**src/rtl/fifo_gray_pkg.sv**
```systemverilog
// Shared helpers for Gray-coded FIFO pointers: pointer width and Gray encoding.
package fifo_gray_pkg;

  // Address width for a power-of-two depth.
  function automatic int ptr_aw(input int depth);
    return $clog2(depth);
  endfunction

  // Binary to reflected Gray code. Callers size the argument and result by cast.
  function automatic logic [31:0] gray_enc(input logic [31:0] b);
    return b ^ (b >> 1);
  endfunction

endpackage

```
**src/rtl/fifo_gray_ptr.sv**
```systemverilog
// Binary pointer with a registered Gray copy, both AW+1 bits wide.
// The extra MSB is the wrap bit that lets full be told apart from empty.
module gray_ptr
  import fifo_gray_pkg::*;
#(
  parameter int AW = 4
) (
  input  logic        clk,
  input  logic        rst,
  input  logic        inc,
  output logic [AW:0] bin,
  output logic [AW:0] gray
);

  logic [AW:0] bin_nxt;
  logic [AW:0] gray_nxt;

  assign bin_nxt  = bin + (AW+1)'(1);
  assign gray_nxt = (AW+1)'(gray_enc(32'(bin_nxt)));

  // Advance binary and Gray copies together so they never disagree.
  always_ff @(posedge clk) begin
    if (rst) begin
      bin  <= '0;
      gray <= '0;
    end else if (inc) begin
      bin  <= bin_nxt;
      gray <= gray_nxt;
    end
  end

endmodule

```
**src/rtl/fifo_gray.sv**
```systemverilog
// Single-clock FIFO with Gray-coded pointers. Flags come from comparing
// the registered Gray pointers, so the pointer format matches the async FIFO.
module fifo_gray
  import fifo_gray_pkg::*;
#(
  parameter int DATA_WIDTH = 8,
  parameter int DEPTH      = 16
) (
  input  logic                  clk,
  input  logic                  rst,
  input  logic                  push,
  input  logic                  pop,
  input  logic [DATA_WIDTH-1:0] data_in,
  output logic [DATA_WIDTH-1:0] data_out,
  output logic                  full,
  output logic                  empty
);

  localparam int AW = ptr_aw(DEPTH);

  logic [DATA_WIDTH-1:0] mem [DEPTH];
  logic [AW:0]           wbin;
  logic [AW:0]           wgray;
  logic [AW:0]           rbin;
  logic [AW:0]           rgray;
  logic                  wr_en;
  logic                  rd_en;
  logic                  unused_wrap;

  // Requests are qualified by the flags as they stand before the edge.
  assign wr_en = push && !full;
  assign rd_en = pop && !empty;

  // The binary wrap bits are only needed through their Gray copies.
  assign unused_wrap = wbin[AW] ^ rbin[AW];

  gray_ptr #(.AW(AW)) u_wptr (
    .clk  (clk),
    .rst  (rst),
    .inc  (wr_en),
    .bin  (wbin),
    .gray (wgray)
  );

  gray_ptr #(.AW(AW)) u_rptr (
    .clk  (clk),
    .rst  (rst),
    .inc  (rd_en),
    .bin  (rbin),
    .gray (rgray)
  );

  // Empty when the Gray pointers match exactly.
  assign empty = (wgray == rgray);

  // Full when the pointers are one lap apart: in Gray code the top two bits differ.
  generate
    if (AW == 1) begin : g_full_aw1
      assign full = (wgray == ~rgray);
    end else begin : g_full_awn
      assign full = (wgray == {~rgray[AW:AW-1], rgray[AW-2:0]});
    end
  endgenerate

  // Storage array; contents are not reset.
  always_ff @(posedge clk) begin
    if (wr_en && !rst) begin
      mem[wbin[AW-1:0]] <= data_in;
    end
  end

  // Registered read port; holds its value until the next accepted pop.
  always_ff @(posedge clk) begin
    if (rst) begin
      data_out <= '0;
    end else if (rd_en) begin
      data_out <= mem[rbin[AW-1:0]];
    end
  end

endmodule

```
**config.mk**
```make
export PLATFORM = sky130hd
export DESIGN_NAME = fifo_gray
export DESIGN_NICKNAME = d
export VERILOG_FILES = /design/src/rtl/fifo_gray_pkg.sv /design/src/rtl/fifo_gray_ptr.sv /design/src/rtl/fifo_gray.sv
export SDC_FILE = /design/constraint.sdc
export NUM_CORES = 1
export LEC_CHECK = 0
export CAP_MARGIN = 30
export CORE_MARGIN = 5
export CORE_UTILIZATION = 60
export DETAILED_ROUTE_END_ITERATION = 12
export PLACE_DENSITY = 0.78
export SLEW_MARGIN = 5
export SYNTH_ARGS = -nofsm -noshare
export SYNTH_HDL_FRONTEND = slang
export SYNTH_SLANG_ARGS = --single-unit
```
**constraint.sdc**
```tcl
create_clock -name clk -period 2.6 [get_ports clk]
set_input_delay 0.52 -clock clk [delete_from_list [all_inputs] [get_ports clk]]
set_output_delay 0.52 -clock clk [all_outputs]
set_load 0.03 [all_outputs]
```
---- After elaboration in Yosys (flattened, before gate mapping) ----
Memories as Yosys holds them, arrays and structs flattened. A register that Yosys moved wholly into a read port is not among the register bits.
Index checks and enable logic that the tools add are counted.
storage, ports and cells
  flip-flop bits (word level) ............. 20
  memory bits (writable) .................. 128
  output and inout port bits .............. 10
  input port bits ......................... 12
  memories ................................ 1
  bits in latches ......................... 0
  logic and storage cells ................. 20
  ROM bits ................................ 0
memory list
  name  depth  bits a word  rd ports  clocked after Yosys merged registers in  write ports  RTL line         source
  mem   16     8            1         1                                        1            fifo_gray.sv:21  logic [DATA_WIDTH-1:0] mem [DEPTH];
operators by class
  bitwise operators ....................... 3
  magnitude comparators ................... 0
  div/mod/pow operators ................... 0
  multiplexer cells ....................... 2
  add/sub/neg operators ................... 2
  shift-type cells ........................ 0
  reductions and logical operators ........ 6
  multipliers ............................. 0
  equality and inequality tests ........... 2
operators with widths
  kind                                                           number
  5-bit by 1-bit adder with 5-bit output, second input constant  2
  5-bit equality test                                            2
  5-bit by 4-bit XOR with 5-bit output                           2
  1-bit logical AND                                              3
  1-bit logical NOT                                              3
  1-bit two-way mux                                              2
  2-bit NOT                                                      1

---- Depth between registers and ports, before layout ----
Gate-level depths: netlist of the first run.
  depth in word-level cells ............... 7
  gate-level depth with buffers ........... 8
  depth with buffers taken out ............ 6

---- Modules after synthesis ----
From an unflattened synthesis of the first run, not the netlist that was laid out.
unflattened totals
  cell total of the unflattened synthesis .. 360
  area total of the unflattened synthesis .. 6,253.5 um2
modules (own cells, without submodules)
  module     cells each  instances  sequential area each (um2)  area each (um2)
  fifo_gray  262         1          4,003.8                     5,372.7
  gray_ptr   49          2          180.2                       440.4

---- Least setup slack after synthesis of the first run ----
Ideal clock, no wire load.
  path type ............................... register to register
  start point ............................. register u_wptr.gray[1]
  end point ............................... memory mem[0][0], enable pin
  clock period less this slack ............ 2.096 ns
  cell stages (with the launch flop) ...... 7
  setup time .............................. 0.383 ns
  data required time ...................... 2.217 ns
  path buffers ............................ 1
  arrival time ............................ 1.712 ns
  setup slack ............................. 0.504 ns
  cell sequence ........................... dfxtp_1 > xnor2_1 > nand3_1 > o21a_1 > buf_2 > nand3b_1 > nor3_1
between the ends
  word-level cells in the longest chain between the ends .. 6
RTL lines
  item                                     RTL line             source
  start, declared                          fifo_gray_ptr.sv:12  output logic [AW:0] gray
  start signal, assigned                   fifo_gray_ptr.sv:28  gray <= gray_nxt;
  5-bit equality test                      fifo_gray.sv:61      assign full = (wgray == {~rgray[AW:AW-1], rgray[AW-2:0]});
  1-bit logical NOT                        fifo_gray.sv:31      assign wr_en = push && !full;
  1-bit logical AND                        fifo_gray.sv:31
  1-bit logical AND                        fifo_gray.sv:67      if (wr_en && !rst) begin
  1-bit two-way mux                        fifo_gray.sv:67
  1-bit two-way mux (implied by the code)  fifo_gray.sv:68      mem[wbin[AW-1:0]] <= data_in;
  end, declared                            fifo_gray.sv:21
Every way passes these cells.

---- Worst setup path after layout of the first run ----
  start point ............................. register u_wptr.gray[4]
  end point ............................... output empty
between the ends
  word-level cells in the longest chain between the ends .. 1
RTL lines
  item                 RTL line         source
  5-bit equality test  fifo_gray.sv:54  assign empty = (wgray == rgray);
  end, declared        fifo_gray.sv:16  output logic empty
Every way passes these cells.

==> results of run 1 <==
[placed cells by master (no fill, tap or decap), types with 2 or more instances in the layout]
cell,synthesis,final
sky130_fd_sc_hd__mux4_2,21,21
sky130_fd_sc_hd__clkinv_4,0,2
sky130_fd_sc_hd__a211oi_2,2,2
sky130_fd_sc_hd__clkbuf_16,0,16
sky130_fd_sc_hd__ha_1,5,5
sky130_fd_sc_hd__xor2_1,6,6
sky130_fd_sc_hd__mux2i_1,8,8
sky130_fd_sc_hd__inv_8,0,3
sky130_fd_sc_hd__o211ai_1,3,3
sky130_fd_sc_hd__clkinvlp_4,0,2
sky130_fd_sc_hd__mux4_1,11,11
sky130_fd_sc_hd__or4_1,3,3
sky130_fd_sc_hd__nor2b_1,3,3
sky130_fd_sc_hd__clkdlybuf4s50_1,0,19
sky130_fd_sc_hd__dlygate4sd2_1,0,2
sky130_fd_sc_hd__nand3_1,4,4
sky130_fd_sc_hd__o21ai_1,2,2
sky130_fd_sc_hd__buf_4,0,25
sky130_fd_sc_hd__buf_12,1,2
sky130_fd_sc_hd__o21ai_0,3,3
sky130_fd_sc_hd__edfxtp_1,128,128
sky130_fd_sc_hd__a21oi_1,10,10
sky130_fd_sc_hd__a211oi_1,8,8
sky130_fd_sc_hd__nor3_1,12,12
sky130_fd_sc_hd__nand2b_1,3,3
sky130_fd_sc_hd__nor2_1,37,37
sky130_fd_sc_hd__xnor2_1,15,15
sky130_fd_sc_hd__bufinv_16,0,2
sky130_fd_sc_hd__nand3b_1,4,4
sky130_fd_sc_hd__nand2_1,30,30
sky130_fd_sc_hd__inv_6,0,6
sky130_fd_sc_hd__o21a_1,2,2
sky130_fd_sc_hd__inv_1,2,2
sky130_fd_sc_hd__dfxtp_1,26,25
sky130_fd_sc_hd__mux2_2,8,8
[routing by layer]
metal  GRT usage  share of wire  up-vias
li1            -              -     1584
met1       0.268           0.40     1730
met2       0.335           0.51      119
met3      0.0545          0.056       25
met4      0.0994          0.029        0
met5           0              0        -
[report_power, final]
group          internal (mW)  switching (mW)  total (mW)
registers               2.76          0.0533        2.81
clock network           1.41            1.01        2.42
logic                  0.459           0.581        1.04
[state kept, by name (all words and copies together) (netlist names)]
register and count:
mem 128, data_out 8, u_rptr.gray 5, u_wptr.gray 5, u_rptr.bin 4, u_wptr.bin 4
[through the flow]
step	hold slack, ns	cell area, µm²
2_1_floorplan	0.444	6340
3_3_place_gp	0.448	6820
3_5_place_dp	0.456	6830
4_1_cts	0.465	7420
5_1_grt	0.493	7420
6_report	0.458	7420
[area by class of cell]
class,instances,area [µm²]
Sequential cell,154,4370
Fill cell,631,2900
Multi-Input combinational cell,206,1840
Timing Repair Buffer,49,447
Clock buffer,17,414
Clock inverter,15,179
Tap cell,136,170
Inverter,2,7.51
[kinds of logic (layout without fill, tap and decap cells)]
group | Yosys count | in the layout | synth area share
AO/OA/AOI/OAI | 33 | 33 | 0.0347
AND/OR/NAND/NOR | 99 | 99 | 0.0694
adder cells (fa/ha/maj) | 5 | 5 | 0.00986
flip-flops | 154 | 154 | 0.688
multiplexers | 48 | 48 | 0.147
XOR/XNOR | 21 | 21 | 0.0290
buffers and inverters | 27 | 83 | 0.0221
[worst max path at each step]
stage	cells past startpoint	slack, ns	to
after floorplan	6	0.50	mem[0][0]
after global placement	4	0.43	u_rptr.bin[3]
after detailed placement	5	0.46	mem[2][7]
after CTS	4	0.20	empty
after global routing	4	0.12	full
final	4	0.23	empty
[worst reg2reg max path, cell delays in order (launching register included)]
cell,delay (ns)
sky130_fd_sc_hd__dfxtp_1,0.60
sky130_fd_sc_hd__buf_12,0.24
sky130_fd_sc_hd__mux4_1,0.33
sky130_fd_sc_hd__mux2_2,0.29
sky130_fd_sc_hd__a211oi_1,0.26
sky130_fd_sc_hd__nor3_1,0.09
==> impl_metrics.sql, run 1 <==
INSERT INTO impl_metrics (metric_group, metric, value, unit) VALUES
('outcome', 'result_of_the_run', 'complete, no violations', ''),
('floorplan', 'floorplan.io_pins', '22', ''),
('yosys', 'ys_types', '36', ''),
('min_path', 'timing.hold.worst_endpoint', 'data_out[1]', ''),
('grt', 'first_global_vias', '3526', ''),
('yosys', 'ys.flop_type', 'sky130_fd_sc_hd__edfxtp_1', ''),
('worst_setup_path', 'startpoint_type', 'flip-flop', ''),
('clock_network', 'clock_sink_count', '154', ''),
('place', 'hpwlAfterDp', '7650', 'µm'),
('yosys', 'yosysTopAreaCell', 'sky130_fd_sc_hd__edfxtp_1', ''),
('routing', 'first_pass_iteration_count_of_the_detailed_router', '7', ''),
('routing', 'number_of_vias_after_detailed_routing', '3458', ''),
('worst_setup_path', 'crit_path_start', 'u_wptr.gray[4]', ''),
('place', 'dpl_worst_slack', '0.458', 'ns'),
('yosys', 'seq_area_frac_synth', '0.688', ''),
('worst_setup_path', 'cp.required', '2.08', 'ns'),
('power', 'power.total', '6.27', 'mW'),
('routing', 'initialDrtViolationCount', '338', ''),
('routing', 'detailed_route_drc_error_count', '0', ''),
('clock_network', 'ctsHoldBuffers', '0', ''),
('clock_network', 'cts.repair_timing.setup_buffer_count', '0', ''),
('yosys', 'netlist_area', '6340', 'µm²'),
('worst_setup_path', 'reg2reg_setup_slack', '0.66', 'ns'),
('routing', 'wl_per_cell', '21.0', 'µm'),
('yosys', 'synth_top_cell_area_share', '0.606', ''),
('yosys', 'yosys_warns', '0', ''),
('yosys', 'synth.most_common_cell', 'sky130_fd_sc_hd__edfxtp_1', ''),
('place', 'gpl.final_weighted_congestion', '0.810', ''),
('clock_network', 'root_buffer', 'sky130_fd_sc_hd__clkbuf_8', ''),
('worst_setup_path', 'worstSetupEndpointType', 'output pin', ''),
('clock_network', 'cts.path.max_buffers', '2', ''),
('yosys', 'number_of_nets_in_the_synthesized_netlist', '404', ''),
('clock_network', 'cts_tree', 'built', ''),
('yosys', 'post_synth_main_area_contributors', 'sky130_fd_sc_hd__edfxtp_1 (61%), sky130_fd_sc_hd__dfxtp_1 (8.2%), sky130_fd_sc_hd__mux4_2 (7.5%)', ''),
('layout', 'final_cell_count_no_fill', '579', ''),
('clock_network', 'clk_pin_slew_worst_paths', '0.06', 'ns'),
('worst_setup_path', 'r2r-end', 'data_out[7]', ''),
('yosys', 'synth_common_cells', 'sky130_fd_sc_hd__edfxtp_1 (128), sky130_fd_sc_hd__nor2_1 (37), sky130_fd_sc_hd__nand2_1 (30)', ''),
('layout', 'num_antenna_cells', '0', ''),
('floorplan', 'initial_core_util', '0.614', ''),
('min_path', 'hold_path_depth', '2', ''),
('sta', 'maxClockFrequency', '423', 'MHz'),
('yosys', 'synth-edff-count', '128', ''),
('worst_setup_path', 'path_delay_family', 'simple AND/OR/NAND/NOR gates', ''),
('clock_network', 'cts_htree_levels', '4', ''),
('sta', 'finalCriticalPeriod', '2.37', 'ns'),
('layout', 'final_core_util', '0.719', ''),
('place', 'placedCellCount', '547', ''),
('sta', 'post-route-period-util', '0.910', ''),
('grt', 'initial_antenna_violation_count', '0', ''),
('worst_setup_path', 'timing.rr.start', 'u_rptr.bin[2]', ''),
('min_path', 'worst_hold_startpoint', 'data_out[1]', ''),
('worst_setup_path', 'timing.critical_path.slowest_cell_delay', '0.41', 'ns'),
('worst_setup_path', 'crit_chain', 'xor2_1, or2_2, nor2_1, dlygate4sd2_1', ''),
('power', 'power.density_cell_area', '844', 'nW/µm²'),
('worst_setup_path', 'worst-endpoint-arrival', '1.85', 'ns'),
('worst_setup_path', 'worst_path_buffer_plus_inverter_count', '1', ''),
('floorplan', 'die_height', '113', 'µm'),
('sta', 'setup_slack', '0.235', 'ns'),
('power', 'static_power_due_to_leakage', '2.44', 'nW'),
('yosys', 'synthCells', '387', ''),
('routing', 'routed_wl', '12200', 'µm'),
('clock_network', 'post_cts.resized_instances', '2', ''),
('layout', 'post_route_cells_drive_above_1_share', '0.212', ''),
('sta', 'setup_violations', '0', ''),
('yosys', 'postSynth.asyncResetShare', '0', ''),
('routing', 'routed_via_density', '5.97', ''),
('flow_run', 'cap_violations', '0', ''),
('sta', 'rsz0062_at_grt', 'no', ''),
('floorplan', 'die_width', '113', 'µm'),
('sta', 'report.final.slew_viol_count', '0', '');
(Power assumes the default switching activity.)
==> inputs of run 2 (changes only) <==
--- a/config.mk
+++ b/config.mk
@@ -8,6 +8,7 @@
 export CAP_MARGIN = 30
 export CORE_MARGIN = 5
 export CORE_UTILIZATION = 60
+export CTS_BUF_LIST = sky130_fd_sc_hd__clkbuf_16
 export DETAILED_ROUTE_END_ITERATION = 12
 export PLACE_DENSITY = 0.78
 export SLEW_MARGIN = 5
==> impl_metrics.sql, run 2 (synthesis results as in run 1) <==
INSERT INTO impl_metrics (metric_group, metric, value, unit) VALUES
('place', 'numPortBuffers', '21', ''),
('sta', 'report.final.slew_viol_count', '0', ''),
('clock_network', 'cts.repair_timing.setup_buffer_count', '0', ''),
('layout', 'final_area', '7440', 'µm²'),
('sta', 'setup_violations', '0', ''),
('min_path', 'worst_hold_startpoint', 'data_out[1]', ''),
('worst_setup_path', 'crit_chain', 'xor2_1, or2_2, nor2_1, dlymetal6s2s_1', ''),
('place', 'dpl_worst_slack', '0.458', 'ns'),
('layout', 'mostFrequentLayoutCells', 'sky130_fd_sc_hd__edfxtp_1 (128), sky130_fd_sc_hd__nor2_1 (37), sky130_fd_sc_hd__nand2_1 (30)', ''),
('min_path', 'timing.hold.worst_endpoint', 'data_out[1]', ''),
('floorplan', 'die_width', '113', 'µm'),
('clock_network', 'cts.path.max_buffers', '2', ''),
('worst_setup_path', 'crit_path_start', 'u_wptr.gray[4]', ''),
('flow_run', 'cap_violations', '0', ''),
('worst_setup_path', 'startpoint_type', 'flip-flop', ''),
('sta', 'finalCriticalPeriod', '2.15', 'ns'),
('sta', 'tightest_slew', '0.912', 'ns'),
('clock_network', 'insertion_delay', '0.42', 'ns'),
('worst_setup_path', 'slowest_stage_cell_on_the_critical_path', 'sky130_fd_sc_hd__dfxtp_1', ''),
('floorplan', 'floorplan.io_pins', '22', ''),
('floorplan', 'initial_core_util', '0.614', ''),
('sta', 'final.setup.tns', '0', 'ns'),
('clock_network', 'cts_tree', 'built', ''),
('clock_network', 'post_cts.resized_instances', '0', ''),
('min_path', 'min-delay-path-class', 'flip-flop to flip-flop', ''),
('clock_network', 'clk_pin_slew_worst_paths', '0.06', 'ns'),
('place', 'postPlaceCellArea', '6830', 'µm²'),
('worst_setup_path', 'worst-endpoint-arrival', '1.63', 'ns'),
('clock_network', 'tritoncts_buffer_count', '17', ''),
('grt', 'initial_antenna_violation_count', '0', ''),
('power', 'peakVddDrop', '0.626', 'mV'),
('power', 'static_power_due_to_leakage', '2.47', 'nW'),
('grt', 'gr-total-overflow', '0', ''),
('layout', 'n_fill_cell', '628', ''),
('grt', 'grt_pass1_wl', '19400', 'µm'),
('outcome', 'result_of_the_run', 'complete, no violations', ''),
('layout', 'num_antenna_cells', '0', ''),
('sta', 'rsz0062_at_grt', 'no', ''),
('worst_setup_path', 'reg2regPathDepth', '5', ''),
('clock_network', 'root_buffer', 'sky130_fd_sc_hd__clkbuf_16', ''),
('clock_network', 'cts_htree_levels', '4', ''),
('routing', 'routed_wl', '12100', 'µm'),
('clock_network', 'ctsHoldBuffers', '0', ''),
('routing', 'detailed_route_drc_error_count', '0', ''),
('worst_setup_path', 'reg2reg_setup_slack', '0.66', 'ns'),
('worst_setup_path', 'crit_path_max_fanout', '4', ''),
('routing', 'initialDrtViolationCount', '349', ''),
('floorplan', 'floorplan.die_area', '12700', 'µm²'),
('layout', 'area_delta_synth_final', '17.3', '%'),
('worst_setup_path', 'timing.rr.start', 'u_rptr.bin[2]', ''),
('grt', 'gr-usage-all-layers', '0.208', ''),
('worst_setup_path', 'cp.required', '2.08', 'ns'),
('layout', 'layout_commonest_cell', 'sky130_fd_sc_hd__edfxtp_1', ''),
('worst_setup_path', 'r2r-end', 'data_out[7]', ''),
('place', 'hpwlAfterDp', '7650', 'µm'),
('layout', 'post_route_cells_drive_above_1_share', '0.212', ''),
('clock_network', 'clock_sink_count', '154', ''),
('grt', 'first_global_vias', '3511', ''),
('floorplan', 'core-area', '10300', 'µm²'),
('sta', 'finalClockSkew', '0.00862', 'ns'),
('worst_setup_path', 'timing.critical_path.slowest_cell_delay', '0.34', 'ns'),
('sta', 'post-route-period-util', '0.826', ''),
('worst_setup_path', 'timing.setup.critical_path_class', 'flip-flop to output pin', ''),
('sta', 'hold_viol', '0', ''),
('min_path', 'hold_path_depth', '2', ''),
('power', 'power.density_cell_area', '849', 'nW/µm²'),
('routing', 'first_pass_iteration_count_of_the_detailed_router', '7', ''),
('sta', 'maxClockFrequency', '465', 'MHz'),
('floorplan', 'placement_rows', '37', ''),
('worst_setup_path', 'worstSetupEndpointType', 'output pin', ''),
('routing', 'postRouteAntennaNets', '0', ''),
('floorplan', 'die_height', '113', 'µm'),
('place', 'gpl.final_weighted_congestion', '0.810', ''),
('routing', 'number_of_vias_after_detailed_routing', '3421', ''),
('routing', 'wl_per_cell', '20.9', 'µm'),
('sta', 'max_transition_margin', '0.391', ''),
('layout', 'largest_register_ffs', '128', ''),
('routing', 'routed_via_density', '5.91', ''),
('grt', 'maximum_number_of_pins_on_one_net_before_global_route_repair', '31', ''),
('layout', 'design.final.nets', '447', ''),
('sta', 'setup_slack', '0.451', 'ns');
==> run 2: area by class of cell <==
cell class                      count  area [µm²]  area share
Sequential cell                   154        4370       0.587
Multi-Input combinational cell    206        1840       0.247
Timing Repair Buffer               49         454      0.0610
Clock buffer                       17         425      0.0572
Clock inverter                     15         179      0.0240
Tap cell                          136         170      0.0229
Inverter                            2        7.51     0.00101
==> run 2: worst max-delay path by stage <==
stage / to / slack [ns] / depth (start not counted)
finish: empty / 0.45 / 4
global route: full / 0.34 / 4
CTS: empty / 0.04 / 4
detailed placement: mem[2][7] / 0.46 / 5
global placement: u_rptr.bin[3] / 0.43 / 4
floorplan: mem[0][0] / 0.50 / 6
==> run 2: stage by stage <==
stage | power [mW] | utilization | instances | hold slack, ns
after CTS | 6.36 | 0.720 | 579 | 0.465
after floorplan | 3.58 | - | 387 | 0.444
after global routing | 6.57 | 0.721 | 579 | 0.493
final | 6.32 | 0.721 | 579 | 0.458
after global placement | 3.86 | 0.661 | 546 | 0.448
after detailed placement | 3.90 | 0.662 | 547 | 0.456
==> run 2: report_power, final <==
| group | switching [mW] | leakage, nW | internal [mW] |
|---|---|---|---|
| Combinational | 0.581 | 0.811 | 0.465 |
| Clock | 1.01 | 0.292 | 1.45 |
| Sequential | 0.0527 | 1.37 | 2.76 |
| Total | 1.64 | 2.47 | 4.67 |
==> run 2: critical path: cells and delay by family, from the launching register on <==
| family | cells | cell delay, ns |
|---|---|---|
| buffers and inverters | 1 | 0.30 |
| XOR/XNOR | 1 | 0.17 |
| flip-flops | 1 | 0.34 |
| AND/OR/NAND/NOR | 2 | 0.41 |
==> run 2: routing by layer <==
metal | vias up | GRT usage | share of wire
met4 | 0 | 0.0929 | 0.024
met3 | 18 | 0.0578 | 0.060
met5 | - | 0 | 0
met1 | 1697 | 0.266 | 0.40
met2 | 123 | 0.336 | 0.52
li1 | 1583 | - | -
==> inputs of run 3 (changes only) <==
==> constraint.sdc (replaced) <==
create_clock -name clk -period 2 [get_ports clk]
set_input_delay 0.4 -clock clk [delete_from_list [all_inputs] [get_ports clk]]
set_output_delay 0.4 -clock clk [all_outputs]
set_load 0.03 [all_outputs]
==> impl_metrics.sql, run 3 (synthesis results as in run 1) <==
INSERT INTO impl_metrics (metric_group, metric, value, unit) VALUES
('sta', 'tightest_slew', '0.745', 'ns'),
('floorplan', 'initial_core_util', '0.614', ''),
('routing', 'routed_via_density', '5.96', ''),
('power', 'power.density_cell_area', '1080', 'nW/µm²'),
('layout', 'layout_commonest_cell', 'sky130_fd_sc_hd__edfxtp_1', ''),
('clock_network', 'tritoncts_buffer_count', '17', ''),
('sta', 'setup_violations', '0', ''),
('grt', 'initial_antenna_violation_count', '0', ''),
('floorplan', 'core-area', '10300', 'µm²'),
('routing', 'wl_per_cell', '21.9', 'µm'),
('layout', 'final_cell_count_no_fill', '591', ''),
('routing', 'detailed_route_drc_error_count', '0', ''),
('place', 'postPlaceCellArea', '6940', 'µm²'),
('clock_network', 'clk_pin_slew_worst_paths', '0.06', 'ns'),
('sta', 'final.setup.tns', '0', 'ns'),
('clock_network', 'cts_tree', 'built', ''),
('routing', 'postRouteAntennaNets', '0', ''),
('place', 'gpl.final_weighted_congestion', '0.857', ''),
('sta', 'finalCriticalPeriod', '1.93', 'ns'),
('floorplan', 'die_height', '113', 'µm'),
('grt', 'gr-usage-all-layers', '0.223', ''),
('clock_network', 'ctsHoldBuffers', '0', ''),
('layout', 'largest_register_ffs', '128', ''),
('worst_setup_path', 'cp.required', '1.60', 'ns'),
('sta', 'hold_viol', '0', ''),
('sta', 'holdWs', '0.466', 'ns'),
('min_path', 'min-delay-path-class', 'flip-flop to flip-flop', ''),
('clock_network', 'cts.path.max_buffers', '2', ''),
('flow_run', 'cap_violations', '0', ''),
('grt', 'gr-total-overflow', '0', ''),
('layout', 'num_antenna_cells', '0', ''),
('clock_network', 'clock_sink_count', '154', ''),
('clock_network', 'insertion_delay', '0.43', 'ns'),
('layout', 'design.final.nets', '459', ''),
('worst_setup_path', 'timing.setup.critical_path_class', 'flip-flop to output pin', ''),
('layout', 'area_delta_synth_final', '19.0', '%'),
('floorplan', 'floorplan.io_pins', '22', ''),
('grt', 'grt_pass1_wl', '20500', 'µm'),
('sta', 'maxClockFrequency', '519', 'MHz'),
('routing', 'first_pass_iteration_count_of_the_detailed_router', '6', ''),
('floorplan', 'die_width', '113', 'µm'),
('sta', 'max_transition_margin', '0.502', ''),
('place', 'numPortBuffers', '21', ''),
('clock_network', 'root_buffer', 'sky130_fd_sc_hd__clkbuf_16', ''),
('worst_setup_path', 'worst-endpoint-arrival', '1.53', 'ns'),
('floorplan', 'placement_rows', '37', ''),
('floorplan', 'floorplan.die_area', '12700', 'µm²'),
('worst_setup_path', 'worstSetupEndpointType', 'output pin', ''),
('layout', 'post_route_cells_drive_above_1_share', '0.246', ''),
('power', 'static_power_due_to_leakage', '2.52', 'nW'),
('sta', 'finalClockSkew', '0.00954', 'ns'),
('grt', 'maximum_number_of_pins_on_one_net_before_global_route_repair', '26', ''),
('clock_network', 'cts_htree_levels', '4', ''),
('layout', 'mostFrequentLayoutCells', 'sky130_fd_sc_hd__edfxtp_1 (128), sky130_fd_sc_hd__buf_4 (37), sky130_fd_sc_hd__nor2_1 (36)', ''),
('routing', 'number_of_vias_after_detailed_routing', '3521', ''),
('routing', 'routed_wl', '12900', 'µm'),
('outcome', 'result_of_the_run', 'complete, no violations', ''),
('routing', 'initialDrtViolationCount', '393', ''),
('place', 'hpwlAfterDp', '8420', 'µm'),
('sta', 'report.final.slew_viol_count', '0', ''),
('worst_setup_path', 'startpoint_type', 'flip-flop', ''),
('place', 'placedCellCount', '558', ''),
('grt', 'first_global_vias', '3594', ''),
('power', 'peakVddDrop', '0.836', 'mV'),
('layout', 'n_fill_cell', '621', ''),
('layout', 'final_area', '7550', 'µm²'),
('worst_setup_path', 'crit_path_max_fanout', '4', ''),
('sta', 'post-route-period-util', '0.964', '');
run 3: cell types whose count changed in the layout (fill, tap and decap cells not counted), sizes merged:
| cell | change |
|---|---|
| buf | +14 |
| clkinv | +5 |
| clkinvlp | -1 |
| dlymetal6s2s | -2 |
| inv | -4 |
run 3: routing by layer:
metal / track usage / vias to the layer above / part of all wire
met2: 0.342 / 146 / 0.48
met4: 0.0697 / 0 / 0.017
met1: 0.303 / 1744 / 0.42
met5: 0 / - / 0
li1: - / 1610 / -
met3: 0.0775 / 21 / 0.083
run 3: critical path, stage by stage, from the launching register on:
cell and delay (ns):
sky130_fd_sc_hd__dfxtp_1 0.32, sky130_fd_sc_hd__xor2_1 0.17, sky130_fd_sc_hd__or2_2 0.35, sky130_fd_sc_hd__nor2_2 0.10, sky130_fd_sc_hd__buf_4 0.16
run 3: worst paths after layout:
path	start	end	slack, ns	cells after the start
max reg2reg	u_rptr.bin[1]	data_out[3]	0.11	6
min reg2reg	data_out[1]	data_out[1]	0.47	2
max	u_wptr.gray[3]	empty	0.07	4
min	data_out[1]	data_out[1]	0.47	2
run 3: repair_timing:
item / 4_1_cts / 5_1_grt
setup endpoints to repair: 2 / 5
pin swaps: 0 / 1
gates resized for setup: 6 / 8
setup buffers: 0 / 1
run 3: report_power, final:
part,switching [mW],internal (mW),total (mW),leakage [nW]
Clock,1.20,1.81,3.01,0.284
Combinational,0.787,0.701,1.49,0.869
Sequential,0.0796,3.58,3.66,1.37
run 3: layout make-up:
cell class | count | area [µm²] | area share
repair buffers | 61 | 553 | 0.0733
multi-input cells | 206 | 1890 | 0.250
inverters | 2 | 7.51 | 0.000995
clock buffers | 17 | 425 | 0.0564
well taps | 136 | 170 | 0.0226
clock inverters | 15 | 135 | 0.0179
flip-flops and latches | 154 | 4370 | 0.579
run 3: through the flow:
stage / setup slack (ns) / utilization / power (mW)
floorplan: -0.0944 / - / 4.65
global placement: 0.0204 / 0.672 / 5.12
detailed placement: -0.0483 / 0.672 / 5.15
CTS: 0.00495 / 0.728 / 8.17
global route: -0.00736 / 0.731 / 8.51
finish: 0.0727 / 0.731 / 8.16
